--- config.mk ---
export PLATFORM = sky130hd
export DESIGN_NAME = cache_access_ctrl
export DESIGN_NICKNAME = d
export VERILOG_FILES = /design/src/rtl/cache_sim_pkg.sv /design/src/rtl/cache_addr_decode.sv /design/src/rtl/cache_access_ctrl.sv
export SDC_FILE = /design/constraint.sdc
export NUM_CORES = 1
export LEC_CHECK = 0
export CAP_MARGIN = 20
export CORE_MARGIN = 10
export CORE_UTILIZATION = 45
export CTS_CLUSTER_SIZE = 12
export DETAILED_ROUTE_END_ITERATION = 16
export PLACE_DENSITY = 0.88
export SETUP_SLACK_MARGIN = 0.02
export SYNTH_ARGS = -nofsm -noshare
export SYNTH_HDL_FRONTEND = slang
export SYNTH_HIERARCHICAL = 1
export SYNTH_SLANG_ARGS = --single-unit
export TNS_END_PERCENT = 30
--- constraint.sdc ---
create_clock -name clk -period 2.1 [get_ports clk]
set_input_delay 0.315 -clock clk [delete_from_list [all_inputs] [get_ports clk]]
set_output_delay 0.315 -clock clk [all_outputs]
set_load 0.01 [all_outputs]
--- src/rtl/cache_sim_pkg.sv ---
// rtl/cache_sim_pkg.sv - shared widths, set-state codes and controller FSM encoding for the cache simulator
package cache_sim_pkg;

  localparam int ADDR_W = 32;
  localparam int TAG_W  = 25;
  localparam int IDX_W  = 4;
  localparam int OFF_W  = 3;

  localparam logic STATE_SEARCH = 1'b0;
  localparam logic STATE_UPDATE = 1'b1;

  typedef enum logic [2:0] {
    ST_IDLE   = 3'd0,
    ST_SEARCH = 3'd1,
    ST_CHECK  = 3'd2,
    ST_UPDATE = 3'd3,
    ST_RESP   = 3'd4
  } ctrl_state_t;

endpackage

--- src/rtl/cache_addr_decode.sv ---
// rtl/cache_addr_decode.sv - splits a reference address into tag, set index and one-hot set enable
module cache_addr_decode #(
  parameter int ADDR_W = cache_sim_pkg::ADDR_W,
  parameter int TAG_W  = cache_sim_pkg::TAG_W,
  parameter int IDX_W  = cache_sim_pkg::IDX_W,
  parameter int OFF_W  = cache_sim_pkg::OFF_W
) (
  input  logic [ADDR_W-1:0]      addr,
  output logic [TAG_W-1:0]       tag,
  output logic [IDX_W-1:0]       idx,
  output logic [(1<<IDX_W)-1:0]  onehot
);

  localparam int NUM_SETS = 1 << IDX_W;

  // Byte offset within a line never selects anything.
  logic unused_offset;

  assign unused_offset = ^addr[OFF_W-1:0];
  assign tag    = addr[ADDR_W-1:IDX_W+OFF_W];
  assign idx    = addr[IDX_W+OFF_W-1:OFF_W];
  assign onehot = {{(NUM_SETS-1){1'b0}}, 1'b1} << idx;

endmodule

--- src/rtl/cache_access_ctrl.sv ---
// rtl/cache_access_ctrl.sv - sequences SEARCH/UPDATE on the cache sets per reference and keeps hit/miss statistics
module cache_access_ctrl #(
  parameter int ADDR_W = cache_sim_pkg::ADDR_W,
  parameter int TAG_W  = cache_sim_pkg::TAG_W,
  parameter int IDX_W  = cache_sim_pkg::IDX_W,
  parameter int OFF_W  = cache_sim_pkg::OFF_W,
  parameter int CNT_W  = 32
) (
  input  logic                   clk,
  input  logic                   rst_n,
  input  logic                   req_valid,
  output logic                   req_ready,
  input  logic [ADDR_W-1:0]      req_addr,
  output logic [TAG_W-1:0]       set_tag,
  output logic [(1<<IDX_W)-1:0]  set_enable,
  output logic                   set_state,
  input  logic [(1<<IDX_W)-1:0]  set_hit,
  output logic                   resp_valid,
  input  logic                   resp_ready,
  output logic                   resp_hit,
  output logic [ADDR_W-1:0]      resp_addr,
  input  logic                   clear_stats,
  output logic [CNT_W-1:0]       access_count,
  output logic [CNT_W-1:0]       hit_count,
  output logic [CNT_W-1:0]       miss_count
);

  import cache_sim_pkg::*;

  localparam int NUM_SETS = 1 << IDX_W;

  ctrl_state_t          state;
  logic [ADDR_W-1:0]    addr_q;
  logic                 hit_r;
  logic [NUM_SETS-1:0]  req_onehot;
  logic [NUM_SETS-1:0]  q_onehot;
  logic [IDX_W-1:0]     q_idx;
  logic [TAG_W-1:0]     unused_req_tag;
  logic [IDX_W-1:0]     unused_req_idx;
  logic                 resp_fire;

  // Incoming address decode lets set_enable be registered on the accept edge.
  cache_addr_decode #(.ADDR_W(ADDR_W), .TAG_W(TAG_W), .IDX_W(IDX_W), .OFF_W(OFF_W)) u_req_decode (
    .addr   (req_addr),
    .tag    (unused_req_tag),
    .idx    (unused_req_idx),
    .onehot (req_onehot)
  );

  cache_addr_decode #(.ADDR_W(ADDR_W), .TAG_W(TAG_W), .IDX_W(IDX_W), .OFF_W(OFF_W)) u_q_decode (
    .addr   (addr_q),
    .tag    (set_tag),
    .idx    (q_idx),
    .onehot (q_onehot)
  );

  assign resp_addr = addr_q;
  assign resp_fire = resp_valid & resp_ready;

  function automatic logic [CNT_W-1:0] sat_inc(input logic [CNT_W-1:0] v);
    return (&v) ? v : v + 1'b1;
  endfunction

  always_ff @(posedge clk or negedge rst_n) begin
    if (!rst_n) begin
      state      <= ST_IDLE;
      addr_q     <= '0;
      hit_r      <= 1'b0;
      req_ready  <= 1'b1;
      resp_valid <= 1'b0;
      resp_hit   <= 1'b0;
      set_enable <= '0;
      set_state  <= STATE_UPDATE;
    end else begin
      case (state)
        ST_IDLE: begin
          if (req_valid) begin
            addr_q     <= req_addr;
            set_enable <= req_onehot;
            set_state  <= STATE_SEARCH;
            req_ready  <= 1'b0;
            state      <= ST_SEARCH;
          end
        end
        ST_SEARCH: begin
          set_enable <= '0;
          set_state  <= STATE_UPDATE;
          state      <= ST_CHECK;
        end
        ST_CHECK: begin
          // Only the addressed set's hit is meaningful; a miss triggers the replacement update.
          hit_r      <= set_hit[q_idx];
          set_enable <= set_hit[q_idx] ? '0 : q_onehot;
          state      <= ST_UPDATE;
        end
        ST_UPDATE: begin
          set_enable <= '0;
          resp_valid <= 1'b1;
          resp_hit   <= hit_r;
          state      <= ST_RESP;
        end
        ST_RESP: begin
          if (resp_ready) begin
            resp_valid <= 1'b0;
            req_ready  <= 1'b1;
            state      <= ST_IDLE;
          end
        end
        default: begin
          set_enable <= '0;
          set_state  <= STATE_UPDATE;
          req_ready  <= 1'b1;
          resp_valid <= 1'b0;
          state      <= ST_IDLE;
        end
      endcase
    end
  end

  always_ff @(posedge clk or negedge rst_n) begin
    if (!rst_n) begin
      access_count <= '0;
      hit_count    <= '0;
      miss_count   <= '0;
    end else if (clear_stats) begin
      access_count <= '0;
      hit_count    <= '0;
      miss_count   <= '0;
    end else if (resp_fire) begin
      access_count <= sat_inc(access_count);
      if (resp_hit) hit_count <= sat_inc(hit_count);
      else          miss_count <= sat_inc(miss_count);
    end
  end

endmodule
# Word level (Yosys, flattened, before mapping)
# Index checks and enable logic that the tools add are counted.
# Widths: inputs -> output; s select.
# op_classes
add_sub_neg,3
magnitude_cmp,1
n_eq_ne,10
shift,2
mux,25
bitwise,5
n_reduce_logical,18
# ops
op,count
$mux 32,11
$add 32x1->32 const B,3
$reduce_and 32->1,3
$pmux 16 s3,1
$mux 16,2
$shl 1x4->16 const A,2
$pmux 3 s5,1
$reduce_and 2->1,6
$ne 2x2->1 const B,5
$reduce_and 3->1,3
$reduce_or 3->1,3
$eq 3x2->1 const B,2
$mux 3,2
$pmux 1 s3,2
$lt 4x5->1 const B,1
$bmux 1 s4,1
$mux 1,4
$not 1->1,4
$reduce_bool 2->1,2
$eq 3x1->1 const B,1
$eq 3x3->1 const B,1
$logic_not 3->1,1
$ne 2x1->1 const B,1
$pmux 1 s2,1
$and 1x1->1,1
# word_totals
ff_bits,152
in_bits,53
output_inout_bits,173
elab_cells,75

# Logic depth before layout (Yosys ltp)
# Gate-level depths: netlist of the first run.
# logic_depth
word_depth,5
ltp_mapped,8
depth_no_buf,6

# Hierarchy
# The synthesis of the first run kept the hierarchy.
# modules_own_cells
module,n_inst,cells_per_inst,area_each_um2,seq_area_each_um2
cache_access_ctrl,1,781,7737.4,3806.2
cache_addr_decode,2,49,444.2,0.0

# Least setup slack after synthesis of the first run
# No wires, ideal clock.
# synth_path
kind,register to register
startpoint,register access_count[0]
endpoint,register access_count[12]
setup_time_ns,0.078
arrival_ns,2.094
required_ns,2.022
path_slack_ns,-0.072
stages_incl_launch_ff,8
n_path_buf,1
synth_period_minus_slack_ns,2.172
cell_sequence,dfrtp_1 ha_1 and2_1 and4_1 clkbuf_1 a311oi_1 or4b_1 a21oi_1
# synth_via
elab_chain_cells,4
elab_cells_between_ends,7
classes_between,1 x add/sub; 1 x eq/ne; 3 x mux; 2 x reduce/logical
# synth_rtl
element,line_no,source
"start, declared",cache_access_ctrl.sv:23,"output logic [CNT_W-1:0] access_count,"
"start signal, assigned",cache_access_ctrl.sv:130,access_count <= sat_inc(access_count);
$add 32x1->32,cache_access_ctrl.sv:61,return (&v) ? v : v + 1'b1;
$mux 32,cache_access_ctrl.sv:61,
$mux 32,cache_access_ctrl.sv:129,end else if (resp_fire) begin
$mux 32,cache_access_ctrl.sv:125,end else if (clear_stats) begin
# Parallel ways exist; a longest one is shown, timed or not. The select of a mux whose other input is x is not followed.
# A chain may end at the register's enable or synchronous reset.

# Worst setup path after layout of the first run
# layout_path
startpoint,register hit_count[7]
endpoint,register hit_count[31]
# layout_via
elab_chain_cells,5
elab_cells_between_ends,8
classes_between,1 x add/sub; 1 x eq/ne; 4 x mux; 2 x reduce/logical
# layout_rtl
element,line_no,source
"start, declared",cache_access_ctrl.sv:24,"output logic [CNT_W-1:0] hit_count,"
"start signal, assigned",cache_access_ctrl.sv:131,if (resp_hit) hit_count <= sat_inc(hit_count);
$add 32x1->32,cache_access_ctrl.sv:61,
$mux 32,cache_access_ctrl.sv:61,
$mux 32,cache_access_ctrl.sv:131,
$mux 32,cache_access_ctrl.sv:129,
$mux 32,cache_access_ctrl.sv:125,
# Parallel ways exist; a longest one is shown, timed or not. The select of a mux whose other input is x is not followed.

==> results.json, run 1 <==
{
  "dp_slack_ns": -0.411,
  "fin_skew_ns": 0.0107,
  "fin_crit_ns": 2.06,
  "p_int_w": 0.00751,
  "grtUsageTotal_pct": 23.1,
  "gp_congestion": 0.954,
  "htree_levels": 4,
  "hp-class": "input port to flop",
  "status": "finished, final reports clean",
  "ant_nets": 0,
  "overflow": 0,
  "detail_route.iter0.violations": 715,
  "worst_pin_slew_ns": 0.613,
  "synth_nets": 906,
  "pin_count": 226,
  "p_seq_share_pct": 34.6,
  "cp_max_fo": 6,
  "synth_area_per_cell_um2": 9.89,
  "peakVddDrop_mv": 0.882,
  "dieWidth_um": 157,
  "finalHoldViolCount": 0,
  "clk_latency_ns": 0.43,
  "drc": 0,
  "viasPerCell": 5.96,
  "maxCapViolations": 0,
  "rsz0062_at_grt": "yes",
  "diodes": 0,
  "crit_path_start_kind": "flop",
  "path_class": "flop to flop",
  "pwr-share-clk_pct": 28.4,
  "numCtsBuffers": 17,
  "end_kind": "flop",
  "fin_cells": 1441,
  "layout_setup_ws_ns": 0.0410,
  "switching_share_pct": 32.5,
  "rows": 49,
  "setup_violations": 0,
  "num-fill-cells": 1227,
  "synthesis.area_mm2": 0.00841,
  "power_leakage_nw": 5.04,
  "power_frac_comb_pct": 37.0,
  "grt_max_degree": 62,
  "min_period_over_period_pct": 98.0,
  "cp.required_ns": 2.41,
  "dieArea_mm2": 0.0246,
  "slew_violations": 0,
  "antenna_found_initial": 0,
  "grt_pass1_vias": 8609,
  "die-height_um": 157,
  "max-slew-margin-rel_pct": 59.1,
  "place_hpwl_um": 21200,
  "via_count": 8589,
  "nNetsFinal": 1255,
  "clock-sinks": 152,
  "synth-warning-count": 6,
  "grt_pass1_wl_um": 45800,
  "io_buffers": 225,
  "cts-root-buf": "clkbuf_16",
  "finalPower_w": 0.0111,
  "routed_wl_um": 29100,
  "syn_to_final_growth_pct": 51.4,
  "fin_util_pct": 70.2,
  "synth_cells": 850,
  "clock_path_buffers": 2,
  "dp_cells": 1400,
  "cts_tree": "done",
  "fin_setup_tns_ns": 0,
  "detail_route.first_pass.iterations": 5,
  "cp.arrival_ns": 2.37,
  "switching_power_w": 0.00362,
  "clkTransAtPathRegs_ns": 0.06,
  "drt-wirelength-per-cell_um": 20.2,
  "start_util_pct": 46.3,
  "timing.fmax_mhz": 486,
  "coreArea_mm2": 0.0181,
  "power_density_mw_per_mm2": 874,
  "final_layout_size_suffix_gt1_share_pct": 27.1
}
-- worst max-delay path, cell delays in order, from the launching register on --
cell	delay, ns
dfrtp_1	0.40
nand4_4	0.15
or4_2	0.72
a2111o_1	0.39
o21ai_1	0.20
a21oi_1	0.09
-- sequential cells by signal, summed over array words and instances (netlist names) --
signal / cells
resp_addr: 32
hit_count: 32
req_ready: 1
miss_count: 32
hit_r: 1
state: 3
resp_valid: 1
set_state: 1
resp_hit: 1
set_enable: 16
access_count: 32
-- through the flow --
step / area, µm² / hold slack, ns
floorplan: 8440 / 0.0194
global placement: 11900 / 0.351
global route: 12700 / 0.354
CTS: 12500 / 0.322
finish: 12700 / 0.349
detailed placement: 11900 / 0.356
-- cell type report --
cell class              instances  area [µm²]  area share (%)
clock buffers                  18         429            3.37
clock inverters                14         174            1.37
inverters                      27         101           0.796
multi-input cells             596        4250            33.4
flip-flops and latches        152        3820            30.0
well taps                     229         287            2.25
repair buffers                405        3670            28.9
-- placed cells by master (no fill, tap or decap), drive strengths merged, types with 34 or more instances in the layout --
cell type        n
or3             37
dfrtp          150
clkdlybuf4s50  222
mux2            38
nor2            51
nand2           46
buf            181
nand3           34
o21ai           61
a21oi           65
-- power by group through the flow --
stage	logic, W	clock network (W)	registers (W)
after floorplan	0.00198	0	0.00400
after global placement	0.00391	0	0.00385
after detailed placement	0.00403	0	0.00388
after CTS	0.00408	0.00321	0.00385
after global routing	0.00438	0.00335	0.00392
final	0.00412	0.00316	0.00385
-- per-layer routing --
layer  track usage (%)  vias up  wire, µm
met1              26.1     4205     11100
li1                  -     3864         -
met2              39.5      460     14400
met3              9.10       60      3070
met4              7.01        0       575
met5                 0        -         0
-- final timing paths --
kind	start	endpoint	slack (ns)	cells past startpoint
worst max-delay path	hit_count[7]$_DFFE_PN0P_	hit_count[31]$_DFFE_PN0P_	0.04	5
worst min-delay path	clear_stats	miss_count[1]$_DFFE_PN0P_	0.35	2
worst max register to register	hit_count[7]$_DFFE_PN0P_	hit_count[31]$_DFFE_PN0P_	0.04	5
worst min register to register	hit_r$_DFFE_PN0N_	hit_r$_DFFE_PN0N_	0.50	1
max in group asynchronous	rst_n	access_count[10]$_DFFE_PN0P_	1.02	3
min in group asynchronous	rst_n	access_count[25]$_DFFE_PN0P_	0.45	2
-- repair_timing --
action	in CTS	in global routing
pin swaps	2	8
hold buffers	1	0
resized for setup	8	35
gates cloned	0	0
endpoints found under the hold margin	54	0
endpoints found under the setup margin	25	81
setup buffers	0	8
Power figures use the tool's default switching activity.
==> run 2, diff against run 1 <==
ABC_AREA = 1   (was default)
CORE_UTILIZATION = 46   (was 45)
PLACE_DENSITY = 0.87   (was 0.88)
==> results.json, run 2 <==
{
  "crit_slowest_cell": "clkdlybuf4s50_1",
  "cpLargestDelayFamily": "buffers and inverters",
  "cts_setup_buffers": 0,
  "max-slew-margin-rel_pct": 63.9,
  "status": "finished, final reports clean",
  "hp-class": "input port to asynchronous set/reset pin",
  "clock_path_buffers": 2,
  "grtUsageTotal_pct": 21.7,
  "dp_slack_ns": 0.103,
  "layout_setup_ws_ns": 0.0870,
  "final_cell_mix": "nand2_1 (444), clkdlybuf4s50_1 (224), nor2_1 (166), dfrtp_1 (149), nand3_1 (137)",
  "routed_wl_um": 29800,
  "coreArea_mm2": 0.0204,
  "grt_max_degree": 55,
  "cp_max_fo": 13,
  "synth_area_per_cell_um2": 7.06,
  "io_buffers": 225,
  "syn_to_final_growth_pct": 32.1,
  "cts_tree": "done",
  "crit_buf_inv": 1,
  "crit_chain": "clkdlybuf4s50_1",
  "finalHoldViolCount": 0,
  "drt-wirelength-per-cell_um": 16.0,
  "fin_skew_ns": 0.0101,
  "num-fill-cells": 1831,
  "min_period_over_period_pct": 95.9,
  "numCtsBuffers": 17,
  "final_layout_size_suffix_gt1_share_pct": 10.2,
  "rows": 52,
  "setup_violations": 0,
  "cp.arrival_ns": 1.70,
  "finalPower_w": 0.0108,
  "final_cell_area_mm2": 0.0128,
  "final_common_cell": "nand2_1",
  "maxCapViolations": 0,
  "slew_violations": 0,
  "detail_route.iter0.violations": 767,
  "start_util_pct": 47.3,
  "gp_congestion": 0.962,
  "clkTransAtPathRegs_ns": 0.06,
  "place_area_mm2": 0.0122,
  "diodes": 0,
  "dp_cells": 1831,
  "dieArea_mm2": 0.0272,
  "clk_latency_ns": 0.43,
  "cpPeakStageDelay_ns": 0.65,
  "worst_pin_slew_ns": 0.541,
  "synth_nets": 1423,
  "die-height_um": 165,
  "fin_cells": 1864,
  "cts-root-buf": "clkbuf_16",
  "power_leakage_nw": 5.40,
  "overflow": 0,
  "synth-warning-count": 6,
  "dieWidth_um": 165,
  "peakVddDrop_mv": 0.542,
  "clock-sinks": 152,
  "end_kind": "output pin",
  "synth_cells": 1367,
  "cp.required_ns": 1.78,
  "power_density_mw_per_mm2": 847,
  "place_hpwl_um": 22900,
  "grt_pass1_wl_um": 47800,
  "grt_pass1_vias": 9243,
  "ant_nets": 0,
  "htree_levels": 4,
  "timing.fmax_mhz": 497,
  "path_class": "flop to output pin",
  "via_count": 9738,
  "synthesis.area_mm2": 0.00965,
  "nNetsFinal": 1637,
  "rsz0062_at_grt": "yes",
  "crit_path_start_kind": "flop",
  "drc": 0,
  "pin_count": 226,
  "fin_crit_ns": 2.01,
  "fin_setup_tns_ns": 0,
  "viasPerCell": 5.22,
  "detail_route.first_pass.iterations": 5,
  "antenna_found_initial": 0
}
## run 2: what timing repair did
action	CTS	global route
endpoints found under the hold margin	49	0
hold buffers	1	0
gates resized for setup	1	4
endpoints found under the setup margin	1	26
pin swaps	0	0
## run 2: path summary, 6_finish.rpt
kind	from	end	slack, ns	cells after the start
worst min-delay path	rst_n	miss_count[23]$_DFFE_PN0P_	0.41	2
worst max-delay path	resp_addr[6]$_DFFE_PN0P_	resp_addr[6]	0.09	1
max in group asynchronous	rst_n	req_ready$_DFFE_PN1P_	1.03	3
worst max register to register	miss_count[0]$_DFFE_PN0P_	miss_count[17]$_DFFE_PN0P_	0.19	11
worst min register to register	set_enable[2]$_DFFE_PN0P_	set_enable[2]$_DFFE_PN0P_	0.48	2
min in group clk	set_enable[2]$_DFFE_PN0P_	set_enable[2]$_DFFE_PN0P_	0.48	2
## run 2: worst register-to-register path: cells and delay by family (launching register included)
family	cells	cell delay, ns
and+or+nand+nor	5	0.44
adders and majority gates	1	0.22
DFF	1	0.47
AOI/OAI and AO/OA	2	0.31
buffers and inverters	3	0.38
## run 2: final cells by class
cell class | count | area, µm² | share of cell area, %
inverters | 129 | 485 | 3.81
well taps | 270 | 338 | 2.65
repair buffers | 263 | 2650 | 20.7
clock inverters | 13 | 123 | 0.962
clock buffers | 19 | 443 | 3.47
multi-input cells | 1018 | 4910 | 38.5
flip-flops and latches | 152 | 3810 | 29.9
## run 2: stage by stage
step                      util (%)  hold slack, ns
final                         62.4           0.411
after global routing          62.4           0.456
after CTS                     62.4           0.436
after detailed placement      59.5           0.319
after global placement        59.5           0.320
after floorplan                  -          0.0194
## run 2: report_power, final
part / internal [W] / switching [W]
registers: 0.00342 / 0.000505
logic: 0.00198 / 0.00193
clock network: 0.00167 / 0.00130
## run 2: per-layer routing
metal	up-vias	part of all wire, %	track usage, %
li1	4771	-	-
met1	4550	42	27.7
met2	394	48	36.5
met3	23	8.5	4.85
met4	0	1.0	5.11
met5	-	0	0
